$ cat config.mk
export PLATFORM = sky130hd
export DESIGN_NAME = uart_boot_loader
export DESIGN_NICKNAME = d
export VERILOG_FILES = /design/src/rtl/uart_boot_loader.sv
export SDC_FILE = /design/constraint.sdc
export NUM_CORES = 1
export LEC_CHECK = 0
export CORE_MARGIN = 1.5
export CORE_UTILIZATION = 55
export DETAILED_ROUTE_END_ITERATION = 7
export PLACE_DENSITY = 0.78
export REMOVE_ABC_BUFFERS = 1
export SLEW_MARGIN = 10
export SYNTH_ARGS = -nofsm -noshare
export SYNTH_HDL_FRONTEND = slang
export SYNTH_SLANG_ARGS = --single-unit
$ cat constraint.sdc
create_clock -name clk -period 10.55 [get_ports clk]
set_input_delay 2.11 -clock clk [delete_from_list [all_inputs] [get_ports clk]]
set_output_delay 2.11 -clock clk [all_outputs]
set_load 0.005 [all_outputs]
$ cat src/rtl/uart_boot_loader.sv
// UART program-image loader: 8N1 receiver feeding a length-prefixed, little-endian word writer.
// Define LOADER_CHECKSUM_EN to require a trailing XOR checksum byte after the payload.
module uart_boot_loader #(
  parameter int CLKS_PER_BIT  = 868,
  parameter int D_WIDTH       = 32,
  parameter int D_DEPTH_WIDTH = 10
) (
  input  logic                     clk,
  input  logic                     rst,
  input  logic                     uart_rx,
  output logic [D_DEPTH_WIDTH-1:0] mem_addr,
  output logic [D_WIDTH-1:0]       mem_data,
  output logic                     mem_en,
  output logic [3:0]               mem_wr_mask,
  output logic                     cpu_rst,
  output logic                     load_done,
  output logic                     frame_err,
  output logic                     checksum_err
);

  localparam int CW = $clog2(CLKS_PER_BIT);
  localparam logic [CW-1:0] CNT_FULL = CW'(CLKS_PER_BIT - 1);
  localparam logic [CW-1:0] CNT_HALF = CW'(CLKS_PER_BIT / 2 - 1);
  localparam logic [16:0]   MAX_WORDS = 17'(1 << D_DEPTH_WIDTH);

  // ---------------- receiver ----------------
  typedef enum logic [1:0] {RX_IDLE, RX_START, RX_DATA, RX_STOP} rx_state_t;
  rx_state_t rx_state, rx_next;

  logic          rx_s1, rx_s2, rx_s3;
  logic [CW-1:0] clk_cnt;
  logic [2:0]    bit_idx;
  logic [7:0]    rx_byte;
  logic          byte_valid, rx_ferr;

  always_ff @(posedge clk or posedge rst) begin
    if (rst) begin
      rx_s1 <= 1'b1;
      rx_s2 <= 1'b1;
      rx_s3 <= 1'b1;
    end else begin
      rx_s1 <= uart_rx;
      rx_s2 <= rx_s1;
      rx_s3 <= rx_s2;
    end
  end

  always_comb begin
    rx_next = rx_state;
    case (rx_state)
      RX_IDLE:  if (rx_s3 && !rx_s2) rx_next = RX_START;
      RX_START: if (clk_cnt == CNT_HALF) rx_next = rx_s2 ? RX_IDLE : RX_DATA;
      RX_DATA:  if (clk_cnt == CNT_FULL && bit_idx == 3'd7) rx_next = RX_STOP;
      RX_STOP:  if (clk_cnt == CNT_FULL) rx_next = RX_IDLE;
      default:  rx_next = RX_IDLE;
    endcase
  end

  always_ff @(posedge clk or posedge rst) begin
    if (rst) begin
      rx_state   <= RX_IDLE;
      clk_cnt    <= '0;
      bit_idx    <= '0;
      rx_byte    <= '0;
      byte_valid <= 1'b0;
      rx_ferr    <= 1'b0;
    end else begin
      rx_state   <= rx_next;
      byte_valid <= (rx_state == RX_STOP) && (clk_cnt == CNT_FULL) && rx_s2;
      rx_ferr    <= (rx_state == RX_STOP) && (clk_cnt == CNT_FULL) && !rx_s2;
      case (rx_state)
        RX_IDLE: begin
          clk_cnt <= '0;
          bit_idx <= '0;
        end
        RX_START: clk_cnt <= (clk_cnt == CNT_HALF) ? '0 : clk_cnt + 1'b1;
        RX_DATA: begin
          if (clk_cnt == CNT_FULL) begin
            clk_cnt <= '0;
            bit_idx <= bit_idx + 1'b1;
            rx_byte <= {rx_s2, rx_byte[7:1]};
          end else begin
            clk_cnt <= clk_cnt + 1'b1;
          end
        end
        default: clk_cnt <= clk_cnt + 1'b1;
      endcase
    end
  end

  // ---------------- loader ----------------
`ifdef LOADER_CHECKSUM_EN
  typedef enum logic [2:0] {L_LEN0, L_LEN1, L_DATA, L_CSUM, L_DONE, L_ERR} l_state_t;
  localparam l_state_t L_AFTER = L_CSUM;
`else
  typedef enum logic [2:0] {L_LEN0, L_LEN1, L_DATA, L_DONE, L_ERR} l_state_t;
  localparam l_state_t L_AFTER = L_DONE;
`endif
  l_state_t l_state, l_next;

  logic [7:0]  len_lo;
  logic [15:0] n_words, len_n;
  logic [1:0]  byte_cnt;
  logic        last_word, len_bad;

  assign len_n     = {rx_byte, len_lo};
  assign len_bad   = {1'b0, len_n} > MAX_WORDS;
  assign last_word = (16'(mem_addr) == n_words - 16'd1);

`ifdef LOADER_CHECKSUM_EN
  logic [7:0] csum;
  logic       csum_ok;
  assign csum_ok = (rx_byte == csum);
`endif

  always_comb begin
    l_next = l_state;
    case (l_state)
      L_LEN0: if (rx_ferr) l_next = L_ERR; else if (byte_valid) l_next = L_LEN1;
      L_LEN1:
        if (rx_ferr) l_next = L_ERR;
        else if (byte_valid) begin
          if (len_n == 16'd0) l_next = L_AFTER;
          else if (len_bad)   l_next = L_ERR;
          else                l_next = L_DATA;
        end
      L_DATA: if (rx_ferr) l_next = L_ERR; else if (mem_en && last_word) l_next = L_AFTER;
`ifdef LOADER_CHECKSUM_EN
      L_CSUM: if (rx_ferr) l_next = L_ERR; else if (byte_valid) l_next = csum_ok ? L_DONE : L_ERR;
`endif
      default: l_next = l_state;
    endcase
  end

  always_ff @(posedge clk or posedge rst) begin
    if (rst) begin
      l_state     <= L_LEN0;
      len_lo      <= '0;
      n_words     <= '0;
      byte_cnt    <= '0;
      mem_addr    <= '0;
      mem_data    <= '0;
      mem_en      <= 1'b0;
      mem_wr_mask <= 4'b0000;
      cpu_rst     <= 1'b1;
      load_done   <= 1'b0;
      frame_err   <= 1'b0;
    end else begin
      l_state     <= l_next;
      mem_en      <= 1'b0;
      mem_wr_mask <= 4'b0000;
      load_done   <= (l_state == L_DONE);
      cpu_rst     <= (l_state != L_DONE);
      if (l_state == L_LEN0 && byte_valid) len_lo <= rx_byte;
      if (l_state == L_LEN1 && byte_valid) n_words <= len_n;
      // Stop-bit errors after the image is settled are ignored with the rest of the stream.
      if ((rx_ferr && l_state != L_DONE) || (l_state == L_LEN1 && byte_valid && len_bad))
        frame_err <= 1'b1;
      if (l_state == L_DATA && byte_valid) begin
        mem_data <= {rx_byte, mem_data[D_WIDTH-1:8]};
        byte_cnt <= byte_cnt + 1'b1;
        if (byte_cnt == 2'd3) begin
          mem_en      <= 1'b1;
          mem_wr_mask <= 4'b1111;
        end
      end
      if (mem_en && !last_word) mem_addr <= mem_addr + 1'b1;
    end
  end

`ifdef LOADER_CHECKSUM_EN
  always_ff @(posedge clk or posedge rst) begin
    if (rst) begin
      csum         <= '0;
      checksum_err <= 1'b0;
    end else begin
      if (l_state == L_DATA && byte_valid) csum <= csum ^ rx_byte;
      if (l_state == L_CSUM && byte_valid && !csum_ok) checksum_err <= 1'b1;
    end
  end
`else
  assign checksum_err = 1'b0;
`endif

endmodule

==> impl_results.md <==
- Routed WL: around 9500 µm
- Fmax: 271.3 MHz
- Cts hold-fix bufs: 0
- Max VDD drop: just under 80 µV
- Max Cap Violations: 0
- Worst skew pair latency: roughly 370 ps
- Setup-failing EPs final: 0
- Largest net degree at the start of global routing: 57
- Area grow syn2layout: 15.20%
- Ys flop type: dfrtp_1
- IO Pins: 54
- Setup TNS: 0 ps
- Pwr dens: 124.5 nW/µm²
- Die ar.: ~9500 µm²
- Post-detail-place hpwl: between 6000 and 7000 µm
- H-tree lvl count: 3
- Drt pass-1 iters: 4
- RSZ-0062 raised after global routing: no
- Leakage: 2.600 nW
- CTS Sinks: approximately 100
- Vias/cell: approximately 6
- Grt ovf: 0
- Register area share after synthesis: ~53%
- Hold Vio Cnt, Final: 0
- Worst min-delay path class: reg -> reg
- CTS tree: yes
- Synth Instances: 426
- Total power: between 700 and 800 µW
- Critical R2R Capture: mem_addr[1]
- Core Area: around 8700 µm²
- Status: finished, final reports clean
- Register clock-pin slew on the reported worst setup and hold paths: ~90 ps
- GRT Overall Usage: a little over a fifth
- Tcrit/Tclk final: between 30% and 40%
- CP Class: reg -> out
- Layout cells sized above 1: approximately a fifth
- Initial antenna violation count: 0
- WP data required: 8440 ps
- R2R depth: 8
- Synth area leader: dfrtp_1
- EDFF count, synth: 0
- Commonest cells in the netlist: dfrtp_1, mux2_2, nor2_1, nand2_1, nand3_1
- Startpoint types: flip-flop
- RD Place Congestion: approximately 0.86
- Slew HR: a little over a quarter
- Starting Density: approximately 56%
- Critical Path Sink Type: output pin
- Diodes inserted: 0
- Worst-path cell chain: clkdlybuf4s50_1
- Final worst slack: 6864 ps
- Setup bufs post-CTS: 0
- DRC viols: 0
- Synthesized flop and latch total: roughly 100
- Ys async rst share: 100.0%
- Num rows: 34
- Worst-Margin Slew: roughly 1100 ps
- Pre-CTS WS: between 6000 and 7000 ps
- Worst Min Path Start: rx_s1
- 1st-iter DRT viols: 180
- Hold path endpoint: rx_s2
- Die width: 97.36 µm
- Clock buffer depth: 2
- Root Driver: clkbuf_8
- Unique masters post-synth: slightly below 60
- Die height: just under 100 µm
- Worst path slowest cell: dfrtp_1
- Buffer and inverter count on the worst path: 1
- Yosys warns: 0
- CTS buffer count: 9
- Minimum clock period: 3686 ps
- Net count, final: about 480
- Synth area leaders: dfrtp_1, mux2_2, nor2_1
- Top-count cell post-synth: dfrtp_1
- Syn avg cell area: between 10 and 15 µm²
- Share of the synthesized area in the top cell type: roughly half
- First-pass GRT wire length: ~16000 µm
- Fillers: between 600 and 700
- Critical-path maximum fanout: 14
- Pins Over Slew Limit: 0
- Worst r2r src: n_words[0]
- Top delay family on crit path: flip-flops
- Mapped cell area: 4897 µm²
- WP data arrival: 1580 ps
- Via count: roughly 3.4k
- Number of global-route vias before repair: around 3.4k
- R2R Setup Slk: roughly 7500 ps
- DR WL/cell: ~16 µm
- Post-route ant nets: 0
- Final Skew: about 19 ps
- Hold Path Depth: 0
- Crit-path max cell delay: around 620 ps
- # resized after CTS: 0
- Port bufs: 52
-- worst max-delay path by stage --
stage               slack, ps           start             end  cells past startpoint
floorplan                5740             rst       async pin                      1
global placement         6850             rst     byte_cnt[0]                      3
detailed placement       6820             rst  mem_wr_mask[2]                      3
CTS                      6840  mem_wr_mask[2]  mem_wr_mask[2]                      1
global route             6790  mem_wr_mask[2]  mem_wr_mask[2]                      1
finish                   6860  mem_wr_mask[2]  mem_wr_mask[2]                      1
-- cells by family (layout without fill, tap and decap cells) --
logic type | Yosys count | in the layout | share of synthesized area (%)
AND/OR/NAND/NOR | 132 | 132 | 14.00
XOR/XNOR | 23 | 23 | 4.113
adder cells (fa/ha/maj) | 7 | 7 | 1.788
buffers and inverters | 39 | 85 | 4.164
flip-flops | 103 | 103 | 52.73
other | 1 | 1 | 0.07657
AO/OA/AOI/OAI | 59 | 59 | 8.866
multiplexers | 62 | 62 | 14.26
-- flip-flops by register name (all words and copies together), names as in the netlist, named ones only --
register,flops
mem_data,32
byte_valid,1
bit_idx,3
rx_byte,8
rx_ferr,1
rx_s1,1
len_lo,8
rx_s2,1
load_done,1
rx_state,1
mem_addr,10
mem_wr_mask,1
cpu_rst,1
byte_cnt,2
l_state,3
clk_cnt,10
n_words,16
rx_s3,1
frame_err,1
-- layout make-up --
type | instances | area, µm² | area share [%]
Sequential cell | 103 | 2582 | 45.78
Multi-Input combinational cell | 284 | 2121 | 37.59
Timing Repair Buffer | 55 | 543.0 | 9.625
Clock buffer | 10 | 137.6 | 2.440
Tap cell | 108 | 135.1 | 2.395
Clock inverter | 5 | 63.81 | 1.131
Inverter | 15 | 58.81 | 1.042
-- per-layer routing --
layer  GRT usage [%]  part of all wire [%]
met1           27.13                    44
met2           35.26                    50
met3           5.180                   4.7
met4           8.242                   1.3
met5               0                     0
-- cell usage in the layout (no fill, tap or decap), types with 12 or more instances in the layout --
master | Yosys | routed
nand3_1 | 18 | 18
nand2_1 | 26 | 26
mux2_2 | 62 | 62
inv_1 | 15 | 14
nor2_1 | 29 | 29
clkdlybuf4s50_1 | 0 | 52
o21ai_0 | 14 | 14
xor2_1 | 12 | 12
dfrtp_1 | 99 | 99
-- through the flow --
stage | cells | instance area [µm²] | utilization [%] | hold WS, ps
global placement | 565 | 5440 | 62.69 | 346.1
CTS | 580 | 5642 | 65.01 | 367.2
detailed placement | 565 | 5440 | 62.69 | 352.8
global route | 580 | 5642 | 65.01 | 368.7
finish | 580 | 5642 | 65.01 | 367.7
floorplan | 402 | 4750 | - | 345.2
-- power by group --
group	switching, mW	internal [mW]	total, mW
sequential	0.0137	0.405	0.419
clock	0.132	0.117	0.249
combinational	0.0214	0.0131	0.0345
total	0.167	0.535	0.702
No activity file was read; power rests on OpenSTA's default activity.
